### src/rtl/mem_trace_pkg.sv
// Shared types and constants for the memory-write trace transmitter.
//   trace_rec_t : one captured write {cycle, addr, data}, 96 bits, sent MSB first
//   REC_BYTES   : bytes per serialized record
//   END_ADDR    : address field marking the end-of-trace record
//   tx_state_t  : serializer FSM states
package mem_trace_pkg;

  localparam int          REC_BYTES = 12;
  localparam logic [31:0] END_ADDR  = 32'hFFFF_FFFF;

  typedef struct packed {
    logic [31:0] cycle;
    logic [31:0] addr;
    logic [31:0] data;
  } trace_rec_t;

  typedef enum logic [1:0] {
    IDLE,
    SEND,
    END,
    DONE
  } tx_state_t;

endpackage

### src/rtl/trace_fifo.sv
// Record FIFO between the write snooper and the byte serializer.
//   clk, reset : clock, asynchronous active-low reset
//   push/wdata : enqueue a record (ignored when full unless popping this edge)
//   pop/rdata  : dequeue; rdata always shows the head record
//   empty/full : occupancy flags, derived from the registered pointers
module trace_fifo
  import mem_trace_pkg::*;
#(
  parameter int  DEPTH = 8,
  parameter type rec_t = trace_rec_t
) (
  input  logic clk,
  input  logic reset,
  input  logic push,
  input  logic pop,
  input  rec_t wdata,
  output rec_t rdata,
  output logic empty,
  output logic full
);

  localparam int AW = $clog2(DEPTH);

  // The extra MSB distinguishes full from empty when the index bits match.
  logic [AW:0] wptr, rptr;
  logic        do_push, do_pop;
  rec_t        mem [DEPTH];

  assign empty   = (wptr == rptr);
  assign full    = (wptr[AW-1:0] == rptr[AW-1:0]) && (wptr[AW] != rptr[AW]);
  assign do_pop  = pop && !empty;
  // A full FIFO still accepts a push when the head leaves on the same edge.
  assign do_push = push && (!full || do_pop);
  assign rdata   = mem[rptr[AW-1:0]];

  // NOTE: non-blocking assignments in clocked blocks so every register
  // samples pre-edge values regardless of block evaluation order.
  always_ff @(posedge clk or negedge reset) begin
    if (!reset) begin
      wptr <= '0;
      rptr <= '0;
    end else begin
      if (do_push) wptr <= wptr + 1'b1;
      if (do_pop)  rptr <= rptr + 1'b1;
    end
  end

  // NOTE: storage is deliberately not reset; the pointers define which
  // entries are valid, and leaving the array reset-free lets it map to RAM.
  always_ff @(posedge clk) begin
    if (do_push) mem[wptr[AW-1:0]] <= wdata;
  end

endmodule

### src/rtl/mem_trace_tx.sv
// Memory-write trace transmitter. Snoops data-memory writes of the core,
// timestamps and queues them, and streams each as a 12-byte record over a
// valid/ready byte interface. When the core reaches pc_finished, an end
// record {cyc, FFFFFFFF, pc_finished} follows the queued records.
//   clk, reset          : clock, asynchronous active-low reset
//   pc, pc_finished     : core PC and the PC that ends the trace
//   memwrite/aluout/writedata : snooped data-memory write
//   tx_valid/tx_data/tx_last/tx_ready : byte stream, tx_last on byte 11
//   full      : record FIFO full
//   overflow  : sticky, a write was dropped because the FIFO was full
//   done      : end record sent, stream closed until reset
module mem_trace_tx
  import mem_trace_pkg::*;
#(
  parameter int DEPTH = 8
) (
  input  logic        clk,
  input  logic        reset,
  input  logic [31:0] pc,
  input  logic [31:0] pc_finished,
  input  logic        memwrite,
  input  logic [31:0] aluout,
  input  logic [31:0] writedata,
  output logic        tx_valid,
  output logic [7:0]  tx_data,
  output logic        tx_last,
  input  logic        tx_ready,
  output logic        full,
  output logic        overflow,
  output logic        done
);

  localparam int         RW       = $bits(trace_rec_t);
  localparam logic [3:0] LAST_IDX = 4'(REC_BYTES - 1);

  logic          finish, fin_l, capture, pop, fifo_empty;
  logic [31:0]   cyc;
  trace_rec_t    push_rec, head_rec;
  tx_state_t     state, state_n;
  logic [3:0]    idx, idx_n;
  logic [RW-1:0] sr, sr_n;

  assign finish  = (pc == pc_finished);
  assign capture = memwrite && !finish;
  // Stamp with the value cyc takes on this same edge.
  assign push_rec = '{cycle: cyc + 32'd1, addr: aluout, data: writedata};

  always_ff @(posedge clk or negedge reset) begin
    if (!reset) begin
      cyc      <= '0;
      fin_l    <= 1'b0;
      overflow <= 1'b0;
    end else begin
      if (finish)            fin_l    <= 1'b1;
      if (!fin_l && !finish) cyc      <= cyc + 32'd1;
      if (capture && full && !pop) overflow <= 1'b1;
    end
  end

  trace_fifo #(
    .DEPTH (DEPTH),
    .rec_t (trace_rec_t)
  ) u_fifo (
    .clk   (clk),
    .reset (reset),
    .push  (capture),
    .pop   (pop),
    .wdata (push_rec),
    .rdata (head_rec),
    .empty (fifo_empty),
    .full  (full)
  );

  always_ff @(posedge clk or negedge reset) begin
    if (!reset) begin
      state <= IDLE;
      idx   <= '0;
      sr    <= '0;
    end else begin
      state <= state_n;
      idx   <= idx_n;
      sr    <= sr_n;
    end
  end

  // NOTE: every signal assigned here gets a default first, so no path
  // through the case can leave it unassigned and infer a latch.
  always_comb begin
    state_n = state;
    idx_n   = idx;
    sr_n    = sr;
    pop     = 1'b0;
    unique case (state)
      IDLE: begin
        // Queued writes always go out before the end record.
        if (!fifo_empty) begin
          pop     = 1'b1;
          sr_n    = head_rec;
          idx_n   = '0;
          state_n = SEND;
        end else if (fin_l) begin
          sr_n    = {cyc, END_ADDR, pc_finished};
          idx_n   = '0;
          state_n = END;
        end
      end
      SEND, END: begin
        if (tx_ready) begin
          sr_n = {sr[RW-9:0], 8'h00};
          if (idx == LAST_IDX) begin
            idx_n   = '0;
            state_n = (state == SEND) ? IDLE : DONE;
          end else begin
            idx_n = idx + 4'd1;
          end
        end
      end
      DONE: ;
      default: state_n = IDLE;
    endcase
  end

  // The current byte is the top of the shift register, so tx_data and
  // tx_last come straight from flops and hold while tx_ready is low.
  assign tx_valid = (state == SEND) || (state == END);
  assign tx_data  = sr[RW-1 -: 8];
  assign tx_last  = tx_valid && (idx == LAST_IDX);
  assign done     = (state == DONE);

endmodule

### config.mk
export PLATFORM = sky130hd
export DESIGN_NAME = mem_trace_tx
export DESIGN_NICKNAME = d
export VERILOG_FILES = /design/src/rtl/mem_trace_pkg.sv /design/src/rtl/trace_fifo.sv /design/src/rtl/mem_trace_tx.sv
export SDC_FILE = /design/constraint.sdc
export NUM_CORES = 1
export LEC_CHECK = 0
export CAP_MARGIN = 20
export CORE_MARGIN = 3
export CORE_UTILIZATION = 40
export DETAILED_ROUTE_END_ITERATION = 8
export DONT_BUFFER_PORTS = 1
export GPL_TIMING_DRIVEN = 0
export HOLD_SLACK_MARGIN = 0.1
export SLEW_MARGIN = 20
export SYNTH_ARGS = -nofsm -noshare
export SYNTH_HDL_FRONTEND = slang
export SYNTH_SLANG_ARGS = --single-unit
### constraint.sdc
create_clock -name clk -period 29.8 [get_ports clk]
set_clock_uncertainty 0.05 [all_clocks]
set_input_delay 5.96 -clock clk [delete_from_list [all_inputs] [get_ports clk]]
set_output_delay 5.96 -clock clk [all_outputs]
set_load 0.01 [all_outputs]
# ---- Yosys cells after proc, flatten, opt, wreduce, memory -nomap -nowiden
# Memory sizes are Yosys's and may differ from the RTL's.
# Cells that the tools add are included.
dict set report totals {
  mem_bits_rw 768
  n_memories 1
  output_inout_bits 13
  wordCells 63
  ff_bits 144
}
# memory words width read_ports rd_clocked_by_memory_dff wr line
set mem_list {}
lappend mem_list {u_fifo.mem 8 96 1 0 1 trace_fifo.sv:27} ;# rec_t mem [DEPTH];
dict set report op_classes {
  mux 19
  n_addsub 4
  eq_ne 11
  reduce_logical 20
}
# op count
set op_table {}
lappend op_table {{96-bit two-way mux} 3}
lappend op_table {{96-bit one-hot mux with 2 select lines} 1}
lappend op_table {{32-bit by 1-bit adder with 32-bit output (second input constant)} 1}
lappend op_table {{32-bit equality test} 1}
lappend op_table {{4-bit two-way mux} 4}
lappend op_table {{4-bit by 1-bit adder with 4-bit output (second input constant)} 3}
lappend op_table {{2-bit two-way mux} 5}
lappend op_table {{1-bit logical AND} 8}
lappend op_table {{4-bit one-hot mux with 2 select lines} 1}
lappend op_table {{1-bit logical NOT} 5}
lappend op_table {{2-bit equality test (second input constant)} 2}
lappend op_table {{4-bit equality test} 1}
lappend op_table {{4-bit equality test (second input constant)} 1}
lappend op_table {{1-bit two-way mux} 4}
lappend op_table {{2-bit inequality test (second input constant)} 2}
lappend op_table {{2-bit one-hot mux with 2 select lines} 1}
lappend op_table {{4-bit AND reduction} 1}
lappend op_table {{3-bit equality test} 1}
lappend op_table {{3-bit inequality test (second input constant)} 1}
lappend op_table {{3-bit AND reduction} 1}
lappend op_table {{2-bit by 1-bit equality test with 1-bit output (second input constant)} 1}
lappend op_table {{2-bit logical NOT} 1}
lappend op_table {{1-bit logical OR} 2}
lappend op_table {{2-bit nonzero test} 1}
lappend op_table {{other kinds (2)} 2}

# ---- Longest topological paths before layout
dict set report depth {
  depth_word 8
  mapped_depth 9
}

# ---- Cells and area by module
# Synthesis repeated with hierarchy kept, for this count alone.
dict set report unflattened {
  cells_unflattened 2021
  area_unflattened_um2 37258.2
}
# mod cells_per_inst seq_area_each_um2 area_each_um2 instances
set modules_own_cells {}
lappend modules_own_cells {trace_fifo 1167 23262.3 29355.7 1}
lappend modules_own_cells {mem_trace_tx 854 3403.3 7902.6 1}

# ---- Least setup slack after synthesis
# No wires, ideal clock.
dict set report synth_path {
  path_type {input to register}
  start {input pc[0]}
  end {memory u_fifo.mem[7][0] (netlist name) (enable)}
  arrival_ns 16.409
  cell_stages 5
  slack_ns 12.515
  t_required_ns 28.924
  n_path_buf 0
  path_cell_list {xor2_1 nor4_1 nand4_1 nor2_1 nor4b_1}
}
dict set report synth_via {
  elab_chain_len 6
}
# item line
set synth_lines {}
lappend synth_lines {{start: declaration} mem_trace_tx.sv:19} ;# input logic [31:0] pc,
lappend synth_lines {{32-bit equality test} mem_trace_tx.sv:43} ;# assign finish = (pc == pc_finished);
lappend synth_lines {{1-bit logical NOT} mem_trace_tx.sv:44} ;# assign capture = memwrite && !finish;
lappend synth_lines {{1-bit logical AND} mem_trace_tx.sv:44}
lappend synth_lines {{1-bit logical AND} trace_fifo.sv:33} ;# assign do_push = push && (!full || do_pop);
lappend synth_lines {{1-bit two-way mux} trace_fifo.sv:51} ;# if (do_push) mem[wptr[AW-1:0]] <= wdata;
lappend synth_lines {{1-bit two-way mux (not written as such)} trace_fifo.sv:51}
lappend synth_lines {{end: declaration} trace_fifo.sv:27}
# Every way passes these cells.

# ---- Final worst setup path
dict set report layout_path {
  start {input pc_finished[8]}
  end {memory u_fifo.mem[0][42] (netlist name) (enable)}
}
dict set report layout_via {
  elab_chain_len 6
}
# item line
set layout_lines {}
lappend layout_lines {{start: declaration} mem_trace_tx.sv:20} ;# input logic [31:0] pc_finished,
lappend layout_lines {{32-bit equality test} mem_trace_tx.sv:43}
lappend layout_lines {{1-bit logical NOT} mem_trace_tx.sv:44}
lappend layout_lines {{1-bit logical AND} mem_trace_tx.sv:44}
lappend layout_lines {{1-bit logical AND} trace_fifo.sv:33}
lappend layout_lines {{1-bit two-way mux} trace_fifo.sv:51}
lappend layout_lines {{1-bit two-way mux (not written as such)} trace_fifo.sv:51}
# Every way passes these cells.

==> metrics.csv <==
stage;metric;value;unit
setup_path;start_kind;input pin;
setup_path;cpMaxStageDelayCell;nor4b_2;
sta;rsz0062_at_grt;no;
clocking;cts_tree;yes;
die;ios;145;
global_route;grt-busiest-layer;met2;
finish;final_cell_mix;edfxtp_1 (768), mux4_2 (192), dfrtp_1 (144);
pwr;p_seq_frac;0.398;
setup_path;path_class;in -> reg;
setup_path;critPathBufInv;6;
die;core;89300;µm²
pwr;peakVddDrop;0.0595;mV
global_route;grt_pass1_vias;20177;
placement;portBuffers;0;
pwr;power_frac_comb;0.350;
pwr;p_clk_frac;0.251;
clocking;cts_setup_buffers;0;
placement;gp_congestion;0.832;
worst_hold_path;holdPathStages;2;
sta;fmax;109;MHz
clocking;cts_resized;0;
global_route;grt_use_met3;0.0422;
global_route;grtUsageMet1;0.257;
finish;fin_area;41600;µm²
routing;dr.first_iter.drc_count;1877;
routing;via_per_inst;5.65;
finish;instances_no_fill;3377;
clocking;cts.sinks;912;
global_route;grt_usage;0.190;
clocking;cts_buffer_depth;3;
clocking;cts_root_buffer;clkbuf_16;
clocking;htree_levels;3;
placement;post_dp_cell_area;38800;µm²
finish;drive_above_1_share;0.244;
sta;final-max-slew-violation-count;0;
worst_hold_path;holdCritStartpoint;sr[1]$_DFFE_PN0P_;
setup_path;reg2reg_slack;26190;ps
synthesis;synth_cell_types;53;
sta;whs;442;ps
setup_path;crit_chain;xor2_1, nor4_1, nand4_1, nor2_1, clkbuf_1, nor4b_2, buf_2, buf_2, buf_2, buf_6, buf_2;
setup_path;timing.rr.end;u_fifo.mem[1][52]$_DFFE_PP_;
synthesis;synth_fp_nets;2083;
clocking;clock_latency;650;ps
setup_path;crit_required;30080;ps
global_route;grt_max_degree;145;
synthesis;ys_seq_elements;912;
sta;hold_viol;0;
clocking;clk_pin_slew;60;ps
global_route;met2_usage;0.314;
pwr;switching_share;0.344;
synthesis;syn_area_per_cell;18.7;µm²
synthesis;synth.yosys.seq_area_share;0.733;
die;die_h;308;µm
routing;drc;0;
finish;area_growth;14.2;%
global_route;antenna_found_initial;2;
sta;maxSlewHeadroom;0.216;
routing;routed_wl;89.6;mm
die;start_util;0.407;
setup_path;r2r_start;u_fifo.wptr[1]$_DFFE_PN0P_;
setup_path;path_max_fanout;10;
routing;firstDrtPassIters;5;
synthesis;async_flop_share;0.158;
synthesis;yosysWarnings;0;
placement;placed_cells;3216;
flow_run;maxCapViolCount;0;
routing;wl_per_cell;26.5;µm
sta;tightestPinTransition;1170;ps
setup_path;crit_top_cell;buf_2;
synthesis;synthFlopType;edfxtp_1;
synthesis;synth_edf_count;768;
routing;via_count;19070;
setup_path;reg2regPathDepth;12;
sta;fin_crit_sh;0.307;
global_route;grt_pass1_wl;133;mm
clocking;cts_buffers;87;
setup_path;max_stage_delay;810;ps
die;fp.dieArea;94600;µm²
pwr;power_density;102;nW/µm²
setup_path;critPathArrivalTime;9440;ps
die;die_x;308;µm
sta;setup_viol;0;
finish;final_common_cell;edfxtp_1;
placement;place_hpwl;61.5;mm
finish;layout.nets;2279;
worst_hold_path;min_path_type;reg -> reg;
clocking;postCtsHoldBufs;0;
routing;detail-route-antenna-nets;0;
pwr;leakage;0.0134;µW
die;num_rows;109;
setup_path;cp-end-kind;flop;
pwr;p_switching;1460;µW
worst_hold_path;min_to;sr[1]$_DFFE_PN0P_;
status;status;finished clean;
synthesis;netlist_area;36400;µm²
pwr;cellInternalPower;2790;µW
global_route;grt_overflow_total;0;
setup_path;cp_top_family;buffers and inverters;
synthesis;syn_inst;1944;
sta;period_needed;9160;ps
[power by group through the flow]
stage	logic [µW]	clock network, µW	registers (µW)
floorplan	982	0	1720
detailed placement	1500	0	1720
CTS	1500	1090	1690
finish	1490	1070	1690
global route	1610	1140	1710
global placement	1420	0	1800
[per-layer routing]
layer  vias to the layer above  wire length, µm
li1                       8171                -
met1                     10099            37000
met2                       686            43900
met3                       114             6870
met4                         0             1770
met5                         -                0
[flip-flops by register name, indices dropped and copies added, names as in the netlist]
register	count
state	2
u_fifo.rptr	4
fin_l	1
sr	96
cyc	32
idx	4
u_fifo.wptr	4
overflow	1
u_fifo.mem	768
[Yosys cell counts (4+ instances only)]
cell,number,share of area
buf_2,41,0.0056
nor3b_1,4,0.00083
buf_4,8,0.0017
o21ai_0,52,0.0072
a221oi_1,55,0.013
nand3_1,17,0.0023
o22ai_1,8,0.0014
nor2_1,130,0.013
o221ai_1,24,0.0058
a21oi_1,58,0.0080
dfrtp_1,144,0.099
mux2i_1,65,0.018
mux4_2,192,0.12
mux2_2,36,0.011
or3b_2,4,0.00096
nor4_1,18,0.0031
edfxtp_1,768,0.63
buf_1,9,0.00093
nor3_2,4,0.0011
clkbuf_1,62,0.0064
and3_1,10,0.0017
inv_1,29,0.0030
xnor2_1,25,0.0060
ha_1,7,0.0024
nand4_1,6,0.0010
xor2_1,78,0.019
nand2_1,46,0.0047
nor3_1,12,0.0017
[how the worst max path moves through the flow]
stage              startpoint                     endpoint  slack (ps)  cells past startpoint
5_1_grt        pc_finished[8]  u_fifo.mem[0][52]$_DFFE_PP_       20380                     11
3_3_place_gp   pc_finished[8]  u_fifo.mem[7][95]$_DFFE_PP_        -130                      5
2_1_floorplan           pc[0]   u_fifo.mem[7][0]$_DFFE_PP_       12520                      5
4_1_cts        pc_finished[8]  u_fifo.mem[0][52]$_DFFE_PP_       20530                     11
3_5_place_dp   pc_finished[8]  u_fifo.mem[0][42]$_DFFE_PP_       19870                     11
6_report       pc_finished[8]  u_fifo.mem[0][42]$_DFFE_PP_       20640                     11
[final cells by class]
cell class / count / area, µm²
fill: 7504 / 47800
sequential: 912 / 26700
multi-input combinational: 879 / 9110
clock buffer: 120 / 2410
tap: 1165 / 1460
timing repair buffer: 107 / 893
buffer: 123 / 553
clock inverter: 40 / 340
inverter: 30 / 113
antenna: 1 / 2.50
[tightest hold or removal path, stage by stage, from the launching register on]
cell     delay (ps)
dfrtp_1         350
nand2_1          50
o21ai_0          60
[cell families (layout without fill, tap and decap cells)]
kind of cell,after synthesis,after routing,synth area share
buffers and inverters,153,420,0.0183
other,0,1,0
AND/OR/NAND/NOR,273,273,0.0369
adder cells (fa/ha/maj),7,7,0.00241
flip-flops,912,912,0.733
XOR/XNOR,103,103,0.0248
AO/OA/AOI/OAI,203,203,0.0368
multiplexers,293,293,0.148
[stage by stage]
stage          total power (µW)  setup TNS (ps)  utilization  worst slack [ps]
2_1_floorplan              2700               0            -             12520
3_3_place_gp               3230          -22360        0.424              -127
3_5_place_dp               3210               0        0.434             19870
4_1_cts                    4280               0        0.465             20530
5_1_grt                    4460               0        0.465             20380
6_report                   4250               0        0.465             20640
Note: power is estimated with default switching activity, not from simulation.
